<file path="src/rtl/cpu_pkg.sv">
// Shared types and constants for the CPU control unit: instruction opcodes,
// controller FSM states (4-bit encodings, visible on state_out) and ALU selects.
package cpu_pkg;

   typedef enum logic [3:0] {
      OpNoop  = 4'd0,
      OpStore = 4'd1,
      OpLoad  = 4'd2,
      OpAdd   = 4'd3,
      OpSub   = 4'd4,
      OpHalt  = 4'd5
   } opcode_t;

   typedef enum logic [3:0] {
      StInit   = 4'd0,
      StFetch  = 4'd1,
      StDecode = 4'd2,
      StNoop   = 4'd3,
      StStore  = 4'd4,
      StLoadA  = 4'd5,
      StLoadB  = 4'd6,
      StAdd    = 4'd7,
      StSub    = 4'd8,
      StHalt   = 4'd9
   } ctrl_state_t;

   localparam logic [2:0] ALU_PASS_A = 3'b000;
   localparam logic [2:0] ALU_ADD    = 3'b001;
   localparam logic [2:0] ALU_SUB    = 3'b010;

   // Execute state entered from DECODE; opcodes 6-15 fall back to NOOP.
   function automatic ctrl_state_t exec_state(logic [3:0] opcode);
      ctrl_state_t st;
      case (opcode_t'(opcode))
         OpStore: st = StStore;
         OpLoad:  st = StLoadA;
         OpAdd:   st = StAdd;
         OpSub:   st = StSub;
         OpHalt:  st = StHalt;
         default: st = StNoop;
      endcase
      return st;
   endfunction

endpackage

</file>
<file path="src/rtl/instr_fetch_regs.sv">
// Program counter and instruction register with load/increment controls.
// Synchronous active-low reset clears both; PC wraps silently at 2^PC_W.
module instr_fetch_regs #(
   parameter int unsigned PC_W = 7
) (
   input  logic            clk,
   input  logic            rst_n,
   input  logic            ir_load,
   input  logic            pc_inc,
   input  logic [15:0]     ir_in,
   output logic [PC_W-1:0] pc,
   output logic [15:0]     ir
);

   logic [PC_W-1:0] pc_q, pc_d;
   logic [15:0]     ir_q, ir_d;

   // Next-state for PC and IR from the load/increment controls.
   always_comb begin
      pc_d = pc_q;
      ir_d = ir_q;
      if (pc_inc) begin
         pc_d = pc_q + PC_W'(1);
      end
      if (ir_load) begin
         ir_d = ir_in;
      end
   end

   // PC/IR registers with synchronous reset.
   always_ff @(posedge clk) begin
      if (!rst_n) begin
         pc_q <= '0;
         ir_q <= '0;
      end else begin
         pc_q <= pc_d;
         ir_q <= ir_d;
      end
   end

   assign pc = pc_q;
   assign ir = ir_q;

endmodule

</file>
<file path="src/rtl/cpu_controller.sv">
// CPU control unit: Moore FSM that fetches 16-bit instructions and drives the
// register-file, ALU and data-memory controls of the datapath.
// Optional feature macro CPU_CTRL_SINGLE_STEP_EN adds a `step` input that holds
// the FSM in FETCH until step=1 is sampled.
module cpu_controller
   import cpu_pkg::*;
#(
   parameter int unsigned REG_AW = 5,
   parameter int unsigned PC_W   = 7
) (
   input  logic              clk,
   input  logic              rst_n,
`ifdef CPU_CTRL_SINGLE_STEP_EN
   input  logic              step,
`endif
   input  logic [15:0]       IR_data,
   output logic [PC_W-1:0]   PC_addr,
   output logic [7:0]        D_addr,
   output logic              D_wr,
   output logic              RF_s,
   output logic              RF_W_en,
   output logic [REG_AW-1:0] RF_W_addr,
   output logic [REG_AW-1:0] RF_Ra_addr,
   output logic [REG_AW-1:0] RF_Rb_addr,
   output logic [2:0]        ALU_s0,
   output logic [3:0]        state_out,
   output logic              halted
);

   ctrl_state_t state_q, state_d;
   logic        ir_load;
   logic        pc_inc;
   logic        fetch_go;
   logic [15:0] ir;

   logic [REG_AW-1:0] field_a, field_b, field_c;

`ifdef CPU_CTRL_SINGLE_STEP_EN
   assign fetch_go = step;
`else
   assign fetch_go = 1'b1;
`endif

   assign field_a = REG_AW'(ir[11:8]);
   assign field_b = REG_AW'(ir[7:4]);
   assign field_c = REG_AW'(ir[3:0]);

   instr_fetch_regs #(
      .PC_W (PC_W)
   ) u_fetch_regs (
      .clk     (clk),
      .rst_n   (rst_n),
      .ir_load (ir_load),
      .pc_inc  (pc_inc),
      .ir_in   (IR_data),
      .pc      (PC_addr),
      .ir      (ir)
   );

   // State register; reset wins from any state, including mid-LOAD.
   always_ff @(posedge clk) begin
      if (!rst_n) begin
         state_q <= StInit;
      end else begin
         state_q <= state_d;
      end
   end

   // Next-state sequencing and fetch controls.
   always_comb begin
      state_d = state_q;
      ir_load = 1'b0;
      pc_inc  = 1'b0;
      case (state_q)
         StInit:   state_d = StFetch;
         StFetch: begin
            if (fetch_go) begin
               ir_load = 1'b1;
               pc_inc  = 1'b1;
               state_d = StDecode;
            end
         end
         StDecode: state_d = exec_state(ir[15:12]);
         StLoadA:  state_d = StLoadB;
         StNoop, StStore, StLoadB, StAdd, StSub: state_d = StFetch;
         StHalt:   state_d = StHalt;
         default:  state_d = StInit;
      endcase
   end

   // Moore output decode from state and IR only; everything idles at zero.
   always_comb begin
      D_addr     = '0;
      D_wr       = 1'b0;
      RF_s       = 1'b0;
      RF_W_en    = 1'b0;
      RF_W_addr  = '0;
      RF_Ra_addr = '0;
      RF_Rb_addr = '0;
      ALU_s0     = ALU_PASS_A;
      case (state_q)
         StStore: begin
            D_addr     = ir[7:0];
            RF_Ra_addr = field_a;
            D_wr       = 1'b1;
         end
         StLoadA, StLoadB: begin
            D_addr    = ir[7:0];
            RF_s      = 1'b1;
            RF_W_addr = field_a;
            // Write only in the second cycle, once memory data has settled.
            RF_W_en   = (state_q == StLoadB);
         end
         StAdd, StSub: begin
            RF_Ra_addr = field_a;
            RF_Rb_addr = field_b;
            RF_W_addr  = field_c;
            ALU_s0     = (state_q == StAdd) ? ALU_ADD : ALU_SUB;
            RF_W_en    = 1'b1;
         end
         default: ;
      endcase
   end

   assign state_out = state_q;
   assign halted    = (state_q == StHalt);

endmodule

</file>
<file path="config.mk">
export PLATFORM = sky130hd
export DESIGN_NAME = cpu_controller
export DESIGN_NICKNAME = d
export VERILOG_FILES = /design/src/rtl/cpu_pkg.sv /design/src/rtl/instr_fetch_regs.sv /design/src/rtl/cpu_controller.sv
export SDC_FILE = /design/constraint.sdc
export NUM_CORES = 1
export LEC_CHECK = 0
export ABC_AREA = 1
export CORE_ASPECT_RATIO = 1.5
export CORE_UTILIZATION = 38
export DETAILED_ROUTE_END_ITERATION = 12
export PLACE_DENSITY = 0.76
export RECOVER_POWER = 25
export SYNTH_ARGS = -nofsm -noshare
export SYNTH_HDL_FRONTEND = slang
export SYNTH_SLANG_ARGS = --single-unit
</file>
<file path="constraint.sdc">
create_clock -name clk -period 1.25 [get_ports clk]
set_clock_uncertainty 0.1 [all_clocks]
set_input_delay 0.1875 -clock clk [delete_from_list [all_inputs] [get_ports clk]]
set_output_delay 0.1875 -clock clk [all_outputs]
set_load 0.05 [all_outputs]
</file>
==> results.md, run 1 <==
- Result of the run: finished, violations left
- Violations in the final reports: negative setup slack
- GRT busiest layer: met2
- Power per standard cell area: 1190 nW/um2
- Fraction of the mapped netlist area in compound gates: 0.176
- Endpoint arrival time on the critical path: roughly 1.6 ns
- Clock sink count: 27
- Proportion of netlist area held by the largest area contributor: 0.391
- TritonCTS clock tree: yes
- FFs w/ async S/R, synth: 0
- Final std cells w/o fill: 327
- Cell Area, Synth: 1380 um2
- Multiplexer area fraction after synthesis: 0
- Startpoint of the worst hold path: IR_data[9]
- Area share of fa/ha/maj cells after synthesis: 0.00905
- Count of buffers from port buffering: 54
- Max-cap violations: 0
- Core Region: 3450 um2
- Worst-path maximum fanout: 5
- Combined global-route utilization of all metal layers: 0.265
- EDFF count, synth: 0
- I/O pin cnt: 59
- Width of the die: 51.3 um
- Synth area leader: dfxtp_1
- Full die area: 3890 um2
- Rows: 26
- Largest family of logic cells by synthesized area: simple AND/OR/NAND/NOR gates
- Critical path launch point type: register
- Maximum achievable frequency: 0.544 GHz
- Setup WS post-layout: -0.589 ns
- GR met1 Demand/Resource: 0.260
- Initial antenna violation count: 0
- Inserted Clock Buffers: 3
- Share of final-layout standard cells stronger than drive strength 1: 0.509
- Portion of the post-synthesis area used by sequential elements: 0.391
- Clock input transition at the sequential cells of the worst setup and hold paths: 0.09 ns
- Cell count after synthesis: 200
- Root buffer selected by CTS: clkbuf_8
- Startpoint of the worst-slack reg-to-reg timing path: state_out[2]$_SDFF_PN0_
- Unrepaired setup endpoints after global routing: yes
- Slowest stage delay, CP: 0.37 ns
- Iter 0 DRT Violations: 69
- Crit. End Element: output pin
- Worst hold path type: primary input to register
- Cell count after placement: 312
- Max-slew violation count: 0
- Flip-flop and latch count after synthesis: 27
- Global-route wire length before repair: 7560 um
- Pin count of the biggest net entering global routing: 18
- Starting density of the core: 0.401
- Hold Crit Endpoint: u_fetch_regs.ir[9]$_SDFFE_PN0P_
- Layout fillers: 150
- Critical setup path kind: register to output pin
- Number of nets in the layout: 305
- Vertical die dimension: roughly 76 um
- Sequential cell area: around 560 um2
- Final-report hold violation count: 0
- Critical Path, Cell by Cell: inv_6, nand2_8, a21oi_4, nand2_4, clkinvlp_4, nand2_2, o21ai_4, buf_12
- Synthesis-to-layout area growth: 118%
- Drt drc: 0
- Total number of vias: 1666
- CTS H-tree lvls: 1
- Pre-CTS setup slack: -0.312 ns
- Number of nets with antenna violations after detailed routing: 0
- Post-layout minimum cycle time: 1.84 ns
- Insertion delay to the later sink of the worst-skew pair: 0.28 ns
- Number of hold buffers added after CTS: 0
- Number of failing setup endpoints in the final timing report: 55
- Sum Neg Setup Slack: -18.24 ns
- Longest Clk Path Bufs: 2
- Average wire length per cell after detail routing: 16.1 um
- Primary flip-flop cell chosen by synthesis mapping: dfxtp_1
- Slack of the worst reg-to-reg path: -0.26 ns
- Multi-input logic area: 986 um2
- Total overflow reported by the global router: 0
- Number of cells traversed by the worst hold path: 3
- Synth area leaders: dfxtp_1, nor2_1, nand2_1
- Count of warnings emitted by yosys: 0
- Worst hold slack: around 0.39 ns
- Launching instance or port of the critical path: state_out[3]$_SDFF_PN0_
- Detailed-placement wirelength estimate: 3160 um
- Final wirelength: around 5300 um
- Period Utilization, post-route: 1.47
- Met3 GRT Util: 0.0399
- Crit path required time: 0.96 ns
- Leakage: 0.00120 uW
- Reg-to-Reg End: u_fetch_regs.pc[0]$_SDFFE_PN0P_
- Number of distinct library cells after synthesis: 24
- Number of global-route vias before repair: 1618
- Placed inst area: 2640 um2
- Most frequent cells in the layout: buf_12, nor2_1, nand2_1
- Met2 Resource Use GR: 0.528
- Post-Synth XOR/XNOR Area: 0.00633
- Initial DRT Pass Iterations: 4
- Cell with the biggest individual delay on the critical path: dfxtp_4
- Routed via count divided by cell count: 5.09
- Ant diodes: 0
- Synthesized-area fraction occupied by and/or/nand/nor cells: 0.280
- Max rail drop VDD: between 1000 and 1500 uV
- Final Wtd Congestion: between 0.8 and 0.9
- R2r worst-path depth: 8
- Post-layout instance area: 3010 um2
- Average cell area after synthesis: 6.91 um2
- Commonest non-fill, non-tap cell in the layout: buf_12
==> power breakdown <==
group / internal, uW / switching, uW
combinational: 748 / 1140
clock: 229 / 280
sequential: 1040 / 149
total: 2020 / 1570
==> cells by family (layout without fill, tap and decap cells) <==
kind of cell | count (synthesis) | in the layout
AO/OA/AOI/OAI | 47 | 47
XOR/XNOR | 1 | 1
adder cells (fa/ha/maj) | 1 | 1
buffers and inverters | 39 | 121
flip-flops | 27 | 27
other | 1 | 4
AND/OR/NAND/NOR | 84 | 84
==> flip-flops by register name, summed over array words and instances, names as in the netlist <==
name / count
u_fetch_regs.pc: 7
state_out: 4
u_fetch_regs.ir: 16
==> metal layers <==
layer,wire [um],vias to the layer above
met3,252,12
met1,1860,788
li1,-,793
met2,3030,73
met5,0,-
met4,123,0
==> how the worst max path moves through the flow <==
stage | end | slack, ns | cells after the start
after floorplan | RF_Ra_addr[0] | -0.81 | 7
after global placement | RF_Ra_addr[1] | -0.26 | 8
after detailed placement | RF_Ra_addr[2] | -0.31 | 8
after CTS | RF_W_addr[2] | -0.54 | 7
after global routing | RF_W_addr[2] | -0.64 | 8
final | RF_W_addr[2] | -0.59 | 8
==> worst max-delay path: cells and delay by family (launching register included) <==
family                 cells  cell delay [ns]
AOI/OAI and AO/OA          2             0.27
buffers and inverters      3             0.38
DFF                        1             0.37
and+or+nand+nor            3             0.24
==> cell type report <==
class,count,share of cell area
well taps,42,0.0174
clock buffers,4,0.0150
inverters,30,0.0536
repair inverters,2,0.00498
multi-input cells,137,0.327
flip-flops and latches,27,0.186
repair buffers,85,0.395
==> synthesized netlist by cell type (2+ instances only) <==
library cell  count
dfxtp_1          27
o21ai_1          16
nor3_1            2
nand2_1          27
o21ai_0          10
nor2_1           42
clkbuf_1          2
nor3_4            2
o21bai_1          2
inv_2             3
inv_1            26
buf_4             4
nand2_2           6
a21oi_1          18
buf_6             3
nand3_1           2
==> per-stage QoR <==
| stage | util | power [uW] |
|---|---|---|
| after floorplan | - | 2090 |
| after global placement | 0.767 | 2570 |
| after detailed placement | 0.767 | 2620 |
| after CTS | 0.832 | 3330 |
| after global routing | 0.874 | 3750 |
| final | 0.874 | 3590 |
==> repair_timing <==
action / in CTS / in global routing
pin swaps: 5 / 8
resized for setup: 30 / 33
gates cloned: 2 / 0
setup endpoints to repair: 54 / 54
setup buffers: 8 / 6
Note: power is estimated with default switching activity, not from simulation.
==> run 2, diff against run 1 <==
--- a/config.mk
+++ b/config.mk
@@ -7,9 +7,10 @@
 export LEC_CHECK = 0
 export ABC_AREA = 1
 export CORE_ASPECT_RATIO = 1.5
-export CORE_UTILIZATION = 38
+export CORE_MARGIN = 8
+export CORE_UTILIZATION = 42
 export DETAILED_ROUTE_END_ITERATION = 12
-export PLACE_DENSITY = 0.76
+export PLACE_DENSITY = 0.79
 export RECOVER_POWER = 25
 export SYNTH_ARGS = -nofsm -noshare
 export SYNTH_HDL_FRONTEND = slang
==> constraint.sdc (replaced) <==
create_clock -name clk -period 1.93 [get_ports clk]
set_clock_uncertainty 0.1 [all_clocks]
set_input_delay 0.2895 -clock clk [delete_from_list [all_inputs] [get_ports clk]]
set_output_delay 0.2895 -clock clk [all_outputs]
set_load 0.05 [all_outputs]
==> results.md, run 2 (synthesis results as in run 1) <==
- Insertion delay to the later sink of the worst-skew pair: 0.27 ns
- Width of the die: 62.8 um
- Number of hold buffers added after CTS: 0
- Inserted Clock Buffers: 3
- Violations in the final reports: negative setup slack
- Critical path launch point type: register
- Worst hold slack: 0.392 ns
- Full die area: 5420 um2
- Clock sink count: 27
- Slowest stage delay, CP: 0.37 ns
- I/O pin cnt: 59
- Power per standard cell area: 762 nW/um2
- Termination of the worst setup path: RF_W_addr[1]
- Synthesis-to-layout area growth: 78.6%
- Cell with the biggest individual delay on the critical path: dfxtp_4
- Post-layout instance area: approximately 2500 um2
- Number of nets in the layout: between 200 and 300
- Total overflow reported by the global router: 0
- Initial antenna violation count: 0
- Post-layout minimum cycle time: 1.98 ns
- Total number of vias: 1476
- Share of final-layout standard cells stronger than drive strength 1: 0.336
- Crit path required time: approximately 1.5 ns
- Final std cells w/o fill: 311
- Root buffer selected by CTS: clkbuf_8
- Number of failing setup endpoints in the final timing report: 6
- CTS H-tree lvls: 1
- Max rail drop VDD: 816 uV
- Count of buffers from port buffering: 54
- Critical setup path kind: register to output pin
- Endpoint arrival time on the critical path: 1.59 ns
- Final wirelength: 4320 um
- Number of flip-flops in the largest register: 16
- Placed inst area: 2280 um2
- Most numerous cell on the critical path: buf_12
- Transition at the pin with the smallest max-transition slack: 0.601 ns
- Total chip power: 1880 uW
- Critical Path, Cell by Cell: inv_8, nand2_8, nor3_4, nor2_4, buf_12, o21ai_4, buf_12
- Routed via count divided by cell count: 4.75
- Cell count after placement: 292
- Setup WS post-layout: -0.0478 ns
- Number of cells traversed by the worst hold path: 2
- Worst hold path type: register to register
- Rows: 25
- Longest Clk Path Bufs: 2
- Core Region: 3160 um2
- TritonCTS clock tree: yes
- Crit. End Element: output pin
- Max-slew violation count: 0
- Average wire length per cell after detail routing: 13.9 um
- Layout fillers: 233
- Clock input transition at the sequential cells of the worst setup and hold paths: about 0.090 ns
- Sum Neg Setup Slack: -0.173 ns
- Vertical die dimension: 86.3 um
- Slack of the worst reg-to-reg path: 0.40 ns
- Ant diodes: 0
- Unrepaired setup endpoints after global routing: yes
- Iter 0 DRT Violations: 30
- Commonest non-fill, non-tap cell in the layout: nor2_1
- Startpoint of the worst-slack reg-to-reg timing path: state_out[2]$_SDFF_PN0_
- R2r worst-path depth: 6
- Initial DRT Pass Iterations: 4
- Final-report hold violation count: 0
- Detailed-placement wirelength estimate: 3170 um
- Result of the run: finished, violations left
- Final Wtd Congestion: 0.787
- Worst-path maximum fanout: 8
- Starting density of the core: 0.438
- Relative slew margins: 0.601
- Pin count of the biggest net entering global routing: 31
- Number of nets with antenna violations after detailed routing: 0
- Number of global-route vias before repair: between 1k and 1.5k
- Most frequent cells in the layout: nor2_1, nand2_1, buf_12, dfxtp_1
- Max-cap violations: 0
- Drt drc: 0
- Launching instance or port of the critical path: state_out[3]$_SDFF_PN0_
- Maximum achievable frequency: slightly above 0.5 GHz
- Reg-to-Reg End: state_out[1]$_SDFF_PN0_
- Period Utilization, post-route: 1.02
- Combined global-route utilization of all metal layers: 0.156
- Global-route wire length before repair: 6920 um
- Leakage: between 0.0009 and 0.001 uW
run 2: changes by cell type in the layout (fill, tap and decap cells not counted), sizes merged:
cell           change
inv                -1
clkdlybuf4s50      +3
clkinvlp           -1
clkinv             +1
clkbuf             +5
buf               -21
run 2: where the power goes:
part           switching [uW]  total (uW)  leakage, uW  internal [uW]
Sequential               73.2         746     0.000225            672
Combinational             535         814     0.000742            278
Clock                     176         321    0.0000255            145
run 2: worst max-delay path, delay by kind of cell (launching register included):
| family | cells | cell delay (ns) |
|---|---|---|
| AO/OA/AOI/OAI | 1 | 0.16 |
| AND/OR/NAND/NOR | 3 | 0.39 |
| buffers and inverters | 3 | 0.38 |
| flip-flops | 1 | 0.37 |
run 2: metal layers:
metal	routed length, um	GRT usage	vias up
met2	2430	0.303	40
met1	1600	0.153	671
met5	0	0	-
met4	101	0.0583	0
met3	180	0.0374	8
li1	-	-	757
run 2: timing repair:
item | CTS | global route
gates cloned | 0 | 0
pin swaps | 5 | 4
endpoints found under the setup margin | 21 | 13
setup buffers | 13 | 2
gates resized for setup | 12 | 4
run 2: area by class of cell:
class                      count  area (um2)  share of cell area
clock buffer                   3        41.3              0.0167
clock inverter                 1        5.00             0.00203
tap                           40        50.0              0.0203
timing repair buffer          73         878               0.356
multi-input combinational    137         791               0.320
sequential                    27         556               0.225
inverter                      30         148              0.0598
run 2: stage by stage:
step / setup WS, ns / utilization
2_1_floorplan: -0.237 / -
3_3_place_gp: 0.228 / 0.721
3_5_place_dp: 0.157 / 0.721
4_1_cts: -0.00414 / 0.779
5_1_grt: -0.103 / 0.781
6_report: -0.0478 / 0.781
run 2: worst min path at each step:
stage,from,slack (ns),to
2_1_floorplan,IR_data[10],0.32,u_fetch_regs.ir[10]$_SDFFE_PN0P_
3_3_place_gp,u_fetch_regs.ir[14]$_SDFFE_PN0P_,0.37,u_fetch_regs.ir[14]$_SDFFE_PN0P_
3_5_place_dp,u_fetch_regs.ir[14]$_SDFFE_PN0P_,0.38,u_fetch_regs.ir[14]$_SDFFE_PN0P_
4_1_cts,u_fetch_regs.ir[14]$_SDFFE_PN0P_,0.39,u_fetch_regs.ir[14]$_SDFFE_PN0P_
5_1_grt,u_fetch_regs.ir[14]$_SDFFE_PN0P_,0.42,u_fetch_regs.ir[14]$_SDFFE_PN0P_
6_report,u_fetch_regs.ir[14]$_SDFFE_PN0P_,0.39,u_fetch_regs.ir[14]$_SDFFE_PN0P_
==> run 3, diff against run 2 <==
--- a/config.mk
+++ b/config.mk
@@ -12,6 +12,7 @@
 export DETAILED_ROUTE_END_ITERATION = 12
 export PLACE_DENSITY = 0.79
 export RECOVER_POWER = 25
+export SLEW_MARGIN = 20
 export SYNTH_ARGS = -nofsm -noshare
 export SYNTH_HDL_FRONTEND = slang
 export SYNTH_SLANG_ARGS = --single-unit
==> results of run 3 <==
Final layout, timing and power as in run 2 (identical DEF).
